$ cat config.mk
export PLATFORM = sky130hd
export DESIGN_NAME = serial_full_adder
export DESIGN_NICKNAME = d
export VERILOG_FILES = /design/src/rtl/serial_add_pkg.sv /design/src/rtl/serial_full_adder_full_adder.sv /design/src/rtl/serial_full_adder.sv
export SDC_FILE = /design/constraint.sdc
export NUM_CORES = 1
export LEC_CHECK = 0
export CELL_PAD_IN_SITES_DETAIL_PLACEMENT = 1
export CELL_PAD_IN_SITES_GLOBAL_PLACEMENT = 1
export CORE_UTILIZATION = 30
export CTS_CLUSTER_DIAMETER = 100
export DETAILED_ROUTE_END_ITERATION = 10
export HOLD_SLACK_MARGIN = 0.1
export PLACE_DENSITY = 0.63
export SYNTH_ARGS = -nofsm -noshare
export SYNTH_HDL_FRONTEND = slang
export SYNTH_SLANG_ARGS = --single-unit
$ cat constraint.sdc
create_clock -name clk -period 1.2 [get_ports clk]
set_input_delay 0.24 -clock clk [delete_from_list [all_inputs] [get_ports clk]]
set_output_delay 0.24 -clock clk [all_outputs]
set_load 0.005 [all_outputs]
$ cat src/rtl/serial_add_pkg.sv
// ---------------------------------------------------------------------------
// serial_add_pkg
//   Shared definitions for the bit-serial adder:
//     - state encoding constants and the FSM state type
//     - default operand width
//     - clog2 helper used to size the bit counter
//   Optional feature macro used by the top level: SERIAL_ADD_OVF_EN
// ---------------------------------------------------------------------------
package serial_add_pkg;

  localparam logic [1:0] ST_IDLE = 2'd0;
  localparam logic [1:0] ST_RUN  = 2'd1;
  localparam logic [1:0] ST_DONE = 2'd2;

  localparam int SA_W_DEFAULT = 8;

  typedef enum logic [1:0] {
    IDLE = ST_IDLE,
    RUN  = ST_RUN,
    DONE = ST_DONE
  } state_t;

  // Number of bits needed to count 0..value-1.
  // Never returns less than 1, so a counter port is never zero-width.
  function automatic int clog2(input int value);
    int r;
    int v;
    r = 0;
    v = value - 1;
    while (v > 0) begin
      r = r + 1;
      v = v >> 1;
    end
    return (r < 1) ? 1 : r;
  endfunction

endpackage

$ cat src/rtl/serial_full_adder_full_adder.sv
// ---------------------------------------------------------------------------
// full_adder
//   Combinational 1-bit full adder cell used by the serial adder.
//   Ports:
//     a, b   in  1  operand bits
//     c      in  1  carry-in bit
//     sum    out 1  a ^ b ^ c
//     carry  out 1  carry-out
// ---------------------------------------------------------------------------
module full_adder (
  input  logic a,
  input  logic b,
  input  logic c,
  output logic sum,
  output logic carry
);

  // Propagate/generate form of the carry.
  always_comb begin
    sum   = a ^ b ^ c;
    carry = (a & b) | (c & (a ^ b));
  end

endmodule

$ cat src/rtl/serial_full_adder.sv
// ---------------------------------------------------------------------------
// serial_full_adder
//   Bit-serial adder: {cout,sum} = a + b + cin, one bit per clock, LSB first,
//   built around a single full_adder cell and a carry flip-flop.
//   Handshake: start is only accepted in IDLE; done pulses for one cycle
//   when sum/cout are valid. Results hold until the next accepted start.
//
//   Parameters:
//     W      operand/result width (W >= 2)
//   Ports:
//     clk    in   1  clock, rising edge
//     rst    in   1  synchronous reset, active-high
//     start  in   1  request, sampled only in IDLE
//     a, b   in   W  operands, captured on an accepted start
//     cin    in   1  carry-in, captured on an accepted start
//     busy   out  1  high while bits are being processed
//     done   out  1  one-cycle result-valid pulse
//     sum    out  W  result
//     cout   out  1  final carry-out
//     ovf    out  1  signed overflow (only when SERIAL_ADD_OVF_EN is defined)
// ---------------------------------------------------------------------------
module serial_full_adder
  import serial_add_pkg::*;
#(
  parameter int W = SA_W_DEFAULT
) (
  input  logic         clk,
  input  logic         rst,
  input  logic         start,
  input  logic [W-1:0] a,
  input  logic [W-1:0] b,
  input  logic         cin,
  output logic         busy,
  output logic         done,
  output logic [W-1:0] sum,
  output logic         cout
`ifdef SERIAL_ADD_OVF_EN
  ,
  output logic         ovf
`endif
);

  localparam int CW = clog2(W);

  state_t        state;
  logic [W-1:0]  a_sr;
  logic [W-1:0]  b_sr;
  logic [CW-1:0] cnt;
  logic          carry;
  logic          fa_sum;
  logic          fa_carry;

  full_adder u_full_adder (
    .a     (a_sr[0]),
    .b     (b_sr[0]),
    .c     (carry),
    .sum   (fa_sum),
    .carry (fa_carry)
  );

  // Single FSM block. All outputs are registered here. The last bit is
  // processed on the edge that leaves RUN, so done/cout/ovf are loaded on
  // that same edge and are valid while the FSM sits in DONE. The DONE state
  // itself only burns one cycle so a start raised alongside done is ignored.
  always_ff @(posedge clk) begin
    if (rst) begin
      state <= IDLE;
      busy  <= 1'b0;
      done  <= 1'b0;
      sum   <= '0;
      cout  <= 1'b0;
      a_sr  <= '0;
      b_sr  <= '0;
      cnt   <= '0;
      carry <= 1'b0;
`ifdef SERIAL_ADD_OVF_EN
      ovf   <= 1'b0;
`endif
    end else begin
      done <= 1'b0;
      case (state)
        IDLE: begin
          if (start) begin
            a_sr  <= a;
            b_sr  <= b;
            carry <= cin;
            sum   <= '0;
            cnt   <= '0;
            busy  <= 1'b1;
            state <= RUN;
          end
        end

        RUN: begin
          // New bit enters at the MSB; after W shifts bit 0 is the LSB.
          sum   <= {fa_sum, sum[W-1:1]};
          carry <= fa_carry;
          a_sr  <= a_sr >> 1;
          b_sr  <= b_sr >> 1;
          cnt   <= cnt + 1'b1;
          if (cnt == CW'(W - 1)) begin
            state <= DONE;
            busy  <= 1'b0;
            done  <= 1'b1;
            cout  <= fa_carry;
`ifdef SERIAL_ADD_OVF_EN
            // carry still holds the carry into the MSB at this point.
            ovf   <= carry ^ fa_carry;
`endif
          end
        end

        DONE: begin
          state <= IDLE;
        end

        default: begin
          state <= IDLE;
          busy  <= 1'b0;
        end
      endcase
    end
  end

endmodule

---- Word-level counts from Yosys, hierarchy flattened ----
Index checks and enable logic that the tools add are counted.
word-level totals
  register bits ........................... 33
  input port bits ......................... 20
  output and inout port bits .............. 11
  word-level logic and storage cells ...... 46
operators by class
  add/sub/neg operators ................... 1
  equal/unequal tests ..................... 5
  muxes and demuxes ....................... 17
  bitwise operators ....................... 7
  reduce and logical (&&, ||, !) cells .... 7
operators by type and width
  operator                                                                number
  8-bit one-hot mux with 2 select lines                                   3
  8-bit two-way mux                                                       3
  3-bit one-hot mux with 2 select lines                                   1
  2-bit AND reduction                                                     3
  1-bit two-way mux                                                       4
  2-bit two-way mux                                                       2
  2-bit != test (second input constant)                                   2
  2-bit one-hot mux with 2 select lines                                   1
  3-bit by 1-bit adder with 3-bit output (second input constant)          1
  3-bit equality test (second input constant)                             1
  3-bit two-way mux                                                       1
  1-bit one-hot mux with 3 select lines                                   1
  3-bit AND reduction                                                     1
  1-bit bitwise AND                                                       2
  2-bit by 1-bit equality test with 1-bit output (second input constant)  1
  2-bit equality test (second input constant)                             1
  2-bit zero test                                                         1
  1-bit NOT                                                               2
  1-bit one-hot mux with 2 select lines                                   1
  2-bit nonzero test                                                      1
  2-bit OR reduction                                                      1
  1-bit bitwise XOR                                                       2
  1-bit bitwise OR                                                        1

---- Longest topological paths before layout ----
Gate-level depths: netlist of the first run.
  word-level depth ........................ 4
  depth in mapped cells ................... 6
  depth with buffers taken out ............ 5

---- By module ----
Synthesis of the first run repeated with hierarchy kept, for this count alone.
second synthesis, totals
  cells, all modules ...................... 136
  area, all modules ....................... 1458.9 um^2
modules (own cells, without submodules)
  module             times used  cells each  area an instance (um^2)  seq. area each (um^2)
  serial_full_adder  1           135         1438.9                   660.6
  full_adder         1           1           20.0                     0.0

---- Worst setup path after synthesis of the first run ----
No wires, ideal clock.
  path kind ............................... flip-flop to flip-flop
  start ................................... register carry
  end ..................................... register sum[7]
  setup time .............................. 0.128 ns
  arrival time ............................ 1.064 ns
  required time ........................... 1.072 ns
  setup slack ............................. 0.009 ns
  cell stages (with the launch flop) ...... 5
  buffers on the path ..................... 0
  period minus slack after synthesis ...... 1.191 ns
  path through ............................ dfxtp_1 inv_1 fa_1 a2bb2oi_1 nor2_1
between the ends
  longest elaborated chain between the ends .. 2
ends and longest elaborated chain
  element                                RTL line                            RTL
  start: declaration                     serial_full_adder.sv:49             logic carry;
  start signal: assignment               serial_full_adder.sv:86             carry <= cin;
  start signal: assignment               serial_full_adder.sv:97             carry <= fa_carry;
  1-bit bitwise XOR                      serial_full_adder_full_adder.sv:20  sum = a ^ b ^ c;
  8-bit one-hot mux with 2 select lines  serial_full_adder.sv:81             case (state)
  end signal: assignment                 serial_full_adder.sv:96             sum <= {fa_sum, sum[W-1:1]};
  end: declaration                       serial_full_adder.sv:35             output logic [W-1:0] sum,
Every way passes these cells.
A chain may end at the register's enable or synchronous reset.

---- Worst setup path after layout of the first run ----
  start ................................... register a_sr[0]
  end ..................................... register cout
between the ends
  longest elaborated chain between the ends .. 3
  elaborated cells between the ends (all ways) .. 4
  those cells by class .................... 4 x bitwise
ends and longest elaborated chain
  element                   RTL line                            RTL
  start: declaration        serial_full_adder.sv:46             logic [W-1:0] a_sr;
  start signal: assignment  serial_full_adder.sv:98             a_sr <= a_sr >> 1;
  1-bit bitwise XOR         serial_full_adder_full_adder.sv:21  carry = (a & b) | (c & (a ^ b));
  1-bit bitwise AND         serial_full_adder_full_adder.sv:21
  1-bit bitwise OR *        serial_full_adder_full_adder.sv:21
  end signal: assignment    serial_full_adder.sv:105            cout <= fa_carry;
  end: declaration          serial_full_adder.sv:36             output logic cout
Mark *: on every way between the ends. The rest lies on a longest branch, timed or not.

==> impl_results.md, run 1 <==
- Clock Latency Late Sink: 280 ps
- Leakage: around 0.82 nW
- Mux share of post-synthesis cell area: 0.0886
- Critical Path AT: roughly 1400 ps
- Final min period: 1250 ps
- Die area: 5180 µm²
- Post-synthesis xor/xnor area fraction: 0
- Core Area: 4720 µm²
- Synth-to-layout area growth: 39.1%
- Unrepaired setup endpoints after global routing: true
- Crit end category: register
- FP Rows: 25
- Post-Synth Simple-Gate Area: 0.158
- CTS tree: yes
- Cell count after synthesis: 145
- Endpoints failing setup: 3
- TritonCTS Buffers: 5
- Count of TritonRoute iterations in the first routing pass: 2
- Peak Freq: 0.800 GHz
- PnR worst setup slack: -49.7 ps
- Fin crit share: 1.04
- Starting density of the core: 0.311
- Global-route wire length before repair: approximately 6100 µm
- Num ports: 31
- Place WS: -381 ps
- Tightest Pin Transition: 272 ps
- Crit-path slowest cell: fa_1
- Outcome: finished with violations
- WL per Instance: 14.4 µm
- Clock root cell: clkbuf_8
- HPWL Detailed: 2510 µm
- Chain of cells forming the critical path: inv_2 > fa_1 > a311oi_1
- Required time of the critical path: 1380 ps
- Antenna violations before repair: 0
- Slew HR: 0.817
- CP startpoint kind: register
- Worst-path clk slew: 70 ps
- #FFs+latches synth: 33
- Drt total wl: 3640 µm
- Nets: 209
- Failing checks: negative setup slack
- HP Class: register to register
- Hold Vio Cnt, Final: 0
- Max Cap Viol: 0
- Final Core Density: 0.433
- Grt ovf: 0
- Syn nets: 168
- H-tree levels: 2
- VDD IR max: 0.000392 V
- Design area: around 2000 µm²
- DR DRC count: 0
- Max Clock Skew: 4.71 ps
- Top Family by Delay on Critical Path: adder cells
- Sink Count: 33
- Max-slew violation count: 0
- Share of layout cells above drive strength 1: 0.333
- Via count: approximately 1200
- Final Wtd Congestion: 0.675
- Compound-Gate Fraction of Synth Area: 0.204
- Main combinational cell family by area after synthesis: compound AO/OA/AOI/OAI gates
- Placed cell area: roughly 1900 µm²
- Sequential area share after synthesis: 0.450
- Fill cell count: between 500 and 600
- Pin count of the biggest net entering global routing: 18
- Synth cell types: 29
- PortBufs: 30
- Synth Area in Adders: 0.0307
- Vias/cell: 4.77
- Layout Cells excl Fill: 253
- Total track usage: 0.153
- Chip width: 72.0 µm
- Die height: 72.0 µm
- Worst path buffer plus inverter count: 1
- CTS Buffer Depth: 2
- Power per cell area: 1200 nW/µm²
- Synth Warn #: 0
- Netlist Area Pre-Place: 1470 µm²
- Slowest Stage Delay on Critical Path: ~450 ps
- WHS: 495 ps
- Number of global-route vias before repair: 1297
- Mean Syn Cell Area: 10.1 µm²
- Crit Path Category: register to register
- Cells after DPL: 243
- Antenna cells: 0
- Antenna Violating Nets Remaining: 0
- CP max FO: 2
- Initial drt markers: 43
[worst min-delay path, stage by stage, from the launching register on]
cell	delay (ps)
dfxtp_1	320
nand2_1	80
a21oi_2	50
[per-stage QoR]
stage / setup TNS (ps) / power [mW]
after detailed placement: -6840 / 1.62
after floorplan: 0 / 1.46
after global placement: -5680 / 1.60
after global routing: -214 / 2.59
after CTS: -79.7 / 2.49
final: -88.0 / 2.46
[routing by layer]
layer,up-vias,wire length [µm],share of wire,GRT usage
met5,-,0,0,0
met4,0,44,0.012,0.0458
met3,7,167,0.046,0.0500
met2,28,1860,0.51,0.282
met1,581,1570,0.43,0.168
li1,591,-,-,-
[registers in the layout, summed over array words and instances, names as in the netlist, 2 cells and up]
register	cells
b_sr	8
state	2
a_sr	8
cnt	3
sum	8
[Yosys cell counts]
cell type / n / area (µm²)
dfxtp_1: 33 / 661
nor2_1: 21 / 78.8
mux2i_1: 13 / 130
a211oi_2: 11 / 138
a22oi_1: 9 / 67.6
nor2_2: 8 / 50.1
nor3_1: 6 / 30.0
buf_2: 5 / 25.0
a21oi_1: 4 / 20.0
inv_1: 4 / 15.0
nand3b_1: 3 / 22.5
nor4_1: 3 / 18.8
buf_6: 2 / 22.5
clkbuf_1: 2 / 7.51
ha_1: 2 / 25.0
nand2_1: 2 / 7.51
nand2b_1: 2 / 12.5
nor2b_1: 2 / 12.5
o21ai_0: 2 / 10.0
o21bai_1: 2 / 15.0
a21oi_2: 1 / 8.76
a2bb2oi_1: 1 / 8.76
a311oi_1: 1 / 8.76
buf_1: 1 / 3.75
buf_12: 1 / 20.0
clkbuf_4: 1 / 7.51
fa_1: 1 / 20.0
o211ai_2: 1 / 12.5
o21ba_1: 1 / 10.0
[cells in the final DEF, fill, tap and decap left out, types with 6 or more instances in the layout]
master	count
mux2i_1	13
nor3_1	6
clkbuf_8	6
nor2_1	21
a211oi_2	11
nor2_2	8
dlygate4sd2_1	12
dfxtp_2	12
dfxtp_1	21
buf_4	13
clkdlybuf4s50_1	18
a22oi_1	9
[repair_timing]
item | CTS | global route
hold buffers | 0 | 0
setup buffers | 2 | 0
gates resized for setup | 28 | 6
pin swaps | 4 | 1
cloned | 1 | 0
endpoints found under the setup margin | 18 | 8
[report_power, final]
group	switching [mW]	internal, mW	total (mW)	leakage, nW
Sequential	0.0402	1.16	1.20	0.276
Clock	0.375	0.454	0.829	0.0443
Combinational	0.197	0.230	0.427	0.502
[area by class of cell]
class                      instances  area [µm²]  share of cell area
sequential                        33         676               0.331
timing repair buffer              46         450               0.220
clock buffer                       7        86.3              0.0423
multi-input combinational         96         732               0.358
tap                               67        83.8              0.0410
inverter                           4        15.0             0.00735
[logic make-up (layout without fill, tap and decap cells)]
family / count (synthesis) / count (layout)
AND/OR/NAND/NOR: 47 / 47
AO/OA/AOI/OAI: 33 / 33
flip-flops: 33 / 33
buffers and inverters: 16 / 57
multiplexers: 13 / 13
adder cells (fa/ha/maj): 3 / 3
[worst paths after layout]
check        cells after the start  slack [ps]  startpoint  endpoint
max reg2reg                      3         -50     a_sr[0]      cout
max                              3         -50     a_sr[0]      cout
min reg2reg                      2         500       carry     carry
min                              2         500       carry     carry
(Power assumes the default switching activity.)
==> run 2, diff against run 1 <==
--- a/config.mk
+++ b/config.mk
@@ -7,6 +7,7 @@
 export LEC_CHECK = 0
 export CELL_PAD_IN_SITES_DETAIL_PLACEMENT = 1
 export CELL_PAD_IN_SITES_GLOBAL_PLACEMENT = 1
+export CORE_MARGIN = 4
 export CORE_UTILIZATION = 30
 export CTS_CLUSTER_DIAMETER = 100
 export DETAILED_ROUTE_END_ITERATION = 10
==> run 2 against run 1 <==
Effect of this change: register-to-register slack better by 30 ps; via count decreased by 1.5%; sequential power barely moved; power up 2.9%; the run still ends with negative setup slack left; combinational power is essentially flat; largest cell class unchanged; routed wire length is 0.63% lower; worst setup slack better by 31 ps; clock power grew 8.9%; die area is 17% higher; final cell count shrank 0.40%; clock skew fell by 2.8 ps; sequential share of layout area fell by 0.30 points.
==> impl_results.md, run 2 (same netlist as run 1, synthesis figures left out) <==
- Outcome: finished with violations
- Failing checks: negative setup slack
- Starting density of the core: 0.311
- Global-route wire length before repair: 6190 µm
- HP Class: register to register
- Unrepaired setup endpoints after global routing: true
- Total track usage: 0.131
- Clock root cell: clkbuf_8
- M1 GR Usage: 0.152
- Final min period: 1220 ps
- Antenna cells: 0
- Final Wtd Congestion: 0.667
- Fill cell count: 533
- Gr busiest metal: met2
- PnR worst setup slack: -18.6 ps
- VDD IR max: 0.000515 V
- Met2 Track Usage GR: 0.207
- Power per cell area: 1230 nW/µm²
- Pin count of the biggest net entering global routing: 18
- PortBufs: 30
- Count of TritonRoute iterations in the first routing pass: 4
- Hold Vio Cnt, Final: 0
- Clock Latency Late Sink: 280 ps
- Worst-path clk slew: 60 ps
- WL per Instance: about 14 µm
- CTS Buffer Depth: 2
- Antenna violations before repair: 0
- Via count: approximately 1200
- Die area: 6080 µm²
- Endpoints failing setup: 1
- Cts hold-fix bufs: 0
- Crit Path Category: register to register
- TritonCTS Buffers: 5
- CP startpoint kind: register
- CP max FO: 2
- Die height: 78.0 µm
- Commonest non-fill, non-tap cells in the layout: nor2_1, dfxtp_1, clkdlybuf4s50_1
- Slew HR: 0.812
- Top flop regs: a_sr (8), b_sr (8), sum (8)
- Place WS: -411 ps
- Synth-to-layout area growth: 40.4%
- Antenna Violating Nets Remaining: 0
- FP Rows: 25
- Max Clock Skew: 1.92 ps
- Grt ovf: 0
- H-tree levels: 2
- Crit end category: register
- Vias/cell: 4.72
- Tightest Pin Transition: 280 ps
- Max Cap Viol: 0
- Fin Setup TNS: -18.6 ps
- Sink Count: 33
- Core Area: 4720 µm²
- Chip width: slightly below 80 µm
- Drt total wl: about 3600 µm
- HPWL Detailed: 2500 µm
- CTS tree: yes
- Nets: between 200 and 250
- Required time of the critical path: between 1000 and 1500 ps
- Share of layout cells above drive strength 1: 0.351
- Num ports: 31
- Critical Path AT: 1390 ps
- Number of global-route vias before repair: approximately 1300
- Fin crit share: 1.02
- DR DRC count: 0
- Max-slew violation count: 0
- Met3 Resource Use GR: 0.0476
- Leakage: roughly 0.82 nW
- Peak Freq: 0.821 GHz
- Initial drt markers: just under 60
-- run 2: cell count changes in the layout (fill, tap and decap cells not counted), sizes merged --
cell           before  now
buf                16   14
clkinv              0    1
dlygate4sd2        12   11
clkdlybuf4s15       0    1
-- run 2: what timing repair did --
action,in CTS,in global routing
pin swaps,1,6
gates resized for setup,29,9
endpoints found under the setup margin,20,9
setup buffers,1,2
cloned,1,0
-- run 2: final cells by class --
cell class                      instances  area, µm²  share of cell area
Clock buffer                            7       96.3              0.0467
Clock inverter                          1       5.00             0.00243
Inverter                                4       15.0             0.00728
Multi-Input combinational cell         96        746               0.362
Sequential cell                        33        676               0.328
Tap cell                               67       83.8              0.0407
Timing Repair Buffer                   44        440               0.214
-- run 2: where the power goes --
group	leakage, nW	total [mW]	switching, mW	internal (mW)
clock network	0.0542	0.903	0.385	0.518
registers	0.276	1.20	0.0410	1.16
logic	0.486	0.425	0.198	0.227
total	0.816	2.53	0.624	1.91
-- run 2: stage by stage --
step           hold WS, ps  instance area [µm²]  std cells   util  power, mW
6_report               462                 2060        252  0.437       2.53
2_1_floorplan          400                 1470        145      -       1.46
3_5_place_dp           469                 1870        240  0.395       1.61
4_1_cts                473                 2020        250  0.428       2.56
3_3_place_gp           449                 1870        240  0.395       1.59
5_1_grt                484                 2060        252  0.437       2.66
-- run 2: final timing paths --
| path | cells after the start | start | to | slack (ps) |
|---|---|---|---|---|
| setup reg to reg | 4 | a_sr[0] | sum[7] | -20 |
| setup / recovery | 4 | a_sr[0] | sum[7] | -20 |
| hold reg to reg | 1 | state[1] | state[0] | 460 |
| hold / removal | 1 | state[1] | state[0] | 460 |
-- run 2: per-layer routing --
layer,routed length [µm],vias up,share of wire
met5,0,-,0
met4,78,0,0.022
met3,216,6,0.060
met2,1740,25,0.48
met1,1590,569,0.44
li1,-,589,-
-- run 2: critical path, cell delays in order (launching register included) --
cell       delay, ps
dfxtp_2          330
inv_2             40
fa_1             570
a2bb2oi_2        130
nor2_1            50
==> run 3, diff against run 2 <==
--- a/config.mk
+++ b/config.mk
@@ -8,11 +8,12 @@
 export CELL_PAD_IN_SITES_DETAIL_PLACEMENT = 1
 export CELL_PAD_IN_SITES_GLOBAL_PLACEMENT = 1
 export CORE_MARGIN = 4
-export CORE_UTILIZATION = 30
+export CORE_UTILIZATION = 34
 export CTS_CLUSTER_DIAMETER = 100
 export DETAILED_ROUTE_END_ITERATION = 10
 export HOLD_SLACK_MARGIN = 0.1
-export PLACE_DENSITY = 0.63
+export PLACE_DENSITY_LB_ADDON = 0.1
+export REMOVE_ABC_BUFFERS = 1
 export SYNTH_ARGS = -nofsm -noshare
 export SYNTH_HDL_FRONTEND = slang
 export SYNTH_SLANG_ARGS = --single-unit
==> run 3 against run 2 <==
Effect of this change: the flow still finishes with violations (negative setup slack); final cell count down 3.6%; critical path depth unchanged; sequential power hardly changed; non-clock buffer count up 8; worst setup slack better by 1.9 ps; clock-buffer cell count decreased by 1; clock power decreased by 11%; die area is 11% lower; utilization is 8.5 points higher; combinational power increased by 13%; flip-flop and latch count unchanged; power decreased by 1.6%; critical path type unchanged; critical endpoint unchanged; largest cell class unchanged.
==> impl_results.md, run 3 (same netlist as run 1, synthesis figures left out) <==
- Outcome: finished with violations
- Failing checks: negative setup slack
- WHS: roughly 470 ps
- Drt total wl: 3540 µm
- Commonest non-fill, non-tap cell in the layout: dfxtp_1
- Clock Latency Late Sink: approximately 290 ps
- Area of the multi-input gates: 764 µm²
- Worst reg2reg path startpoint: carry
- Final Wtd Congestion: 0.677
- Hold Vio Cnt, Final: 0
- Total track usage: 0.143
- TritonCTS Buffers: 5
- PortBufs: 30
- VDD IR max: between 0.0004 and 0.0005 V
- Clock root cell: clkbuf_8
- Vias/cell: around 5
- Number of global-route vias before repair: 1272
- Met1 wire length: 1580 µm
- Synth-to-layout area growth: 45.1%
- Clk network pwr share: 0.324
- Sw Pwr: roughly 0.66 mW
- Tightest Pin Transition: 225 ps
- Sink Count: 33
- Endpoints failing setup: 1
- Switch share: 0.264
- Crit end category: register
- Fin crit share: 1.01
- Die area: 5440 µm²
- Peak Freq: 0.822 GHz
- Share of layout cells above drive strength 1: 0.404
- FP Rows: 23
- HPWL Detailed: 2460 µm
- Routed wl met2: 1730 µm
- Sequential Power Share: 0.482
- Commonest non-fill, non-tap cells in the layout: dfxtp_1, nor2_1, clkdlybuf4s50_1
- CP startpoint kind: register
- Chip width: 73.7 µm
- Starting density of the core: 0.359
- Die height: 73.7 µm
- Leakage: between 0.8 and 0.9 nW
- Top flop regs: a_sr (8), b_sr (8), sum (8)
- H-tree levels: 2
- Final min period: 1220 ps
- Antenna cells: 0
- PnR worst setup slack: -16.7 ps
- Comb pwr share: 0.194
- Crit-path slowest cell: fa_1
- Count of TritonRoute iterations in the first routing pass: 4
- RR Endpoint: sum[7]
- Internal Power: 1.83 mW
- Num ports: 31
- Hold EP: state[0]
- WL per Instance: 14.6 µm
- DR DRC count: 0
- Max Cap Viol: 0
- Cts hold-fix bufs: 0
- Antenna violations before repair: 0
- Max Clock Skew: 6.92 ps
- CTS tree: yes
- Worst-path clk slew: 70 ps
- Initial drt markers: 29
- Unrepaired setup endpoints after global routing: true
- Antenna Violating Nets Remaining: 0
- Flop-to-flop setup slack: -20 ps
- Slew HR: 0.848
- Power per cell area: 1170 nW/µm²
- Max-slew violation count: 0
- Grt ovf: 0
- HP Class: input pin to register
- Nets: 215
- Via count: 1214
- Slowest Stage Delay on Critical Path: 550 ps
- Wire length on met3: 176 µm
- CTS Buffer Depth: 2
- CP max FO: 2
- Chain of cells forming the critical path: inv_2 > fa_1 > a2bb2oi_2 > nor2_1
- Pin count of the biggest net entering global routing: 18
- Fill cell count: around 450
- R2r worst-path depth: 4
- Cell depth of the worst hold path: 3
- Power Total: ~2.5 mW
- Core Area: 4090 µm²
- Crit Path Category: register to register
- Top Metal Used: met4
- Place WS: -381 ps
- Final Core Density: 0.522
- Global-route wire length before repair: 5950 µm
- Sequential Area: between 600 and 700 µm²
- Required time of the critical path: 1380 ps
- Hold Path Origin: start
- Critical Path AT: 1400 ps
-- run 3: layout make-up --
cell class,count,share of cell area
Multi-Input combinational cell,96,0.359
Sequential cell,33,0.319
Timing Repair Buffer,52,0.248
Clock buffer,6,0.0340
Tap cell,50,0.0293
Inverter,4,0.00704
Clock inverter,2,0.00469
-- run 3: per-layer routing --
layer,vias up,global-route usage
li1,608,-
met1,575,0.180
met2,24,0.230
met3,7,0.0342
met4,0,0.0604
met5,-,0
-- run 3: how the worst max path moves through the flow --
stage | endpoint | start | slack, ps | cells after the start
2_1_floorplan | carry | state[0] | -990 | 3
3_3_place_gp | a_sr[4] | start | -280 | 5
3_5_place_dp | a_sr[4] | start | -380 | 5
4_1_cts | sum[7] | a_sr[0] | -10 | 4
5_1_grt | sum[7] | carry | -60 | 4
6_report | sum[7] | carry | -20 | 4
-- run 3: timing repair --
action	in CTS	in global routing
setup buffers	2	2
resized for setup	30	17
pin swaps	3	7
gates cloned	1	0
endpoints found under the setup margin	21	26
-- run 3: power by group through the flow --
| stage | clock [mW] | combinational (mW) | sequential, mW |
|---|---|---|---|
| 3_3_place_gp | 0 | 0.400 | 1.22 |
| 5_1_grt | 0.883 | 0.526 | 1.21 |
| 2_1_floorplan | 0 | 0.191 | 1.23 |
| 3_5_place_dp | 0 | 0.415 | 1.22 |
| 4_1_cts | 0.837 | 0.453 | 1.20 |
| 6_report | 0.806 | 0.482 | 1.20 |
-- run 3: critical path: cells and delay by family (launching register included) --
kind                       cells  cell delay [ps]
AOI/OAI and AO/OA              1              130
adders and majority gates      1              550
DFF                            1              340
and+or+nand+nor                1               50
buffers and inverters          1               40
-- run 3: per-stage QoR --
step	cells	instance area, µm²	TNS, ps
2_1_floorplan	133	1380	-20150
3_3_place_gp	230	1920	-6310
3_5_place_dp	230	1920	-7390
4_1_cts	241	2070	-13.7
5_1_grt	243	2130	-259
6_report	243	2130	-16.7
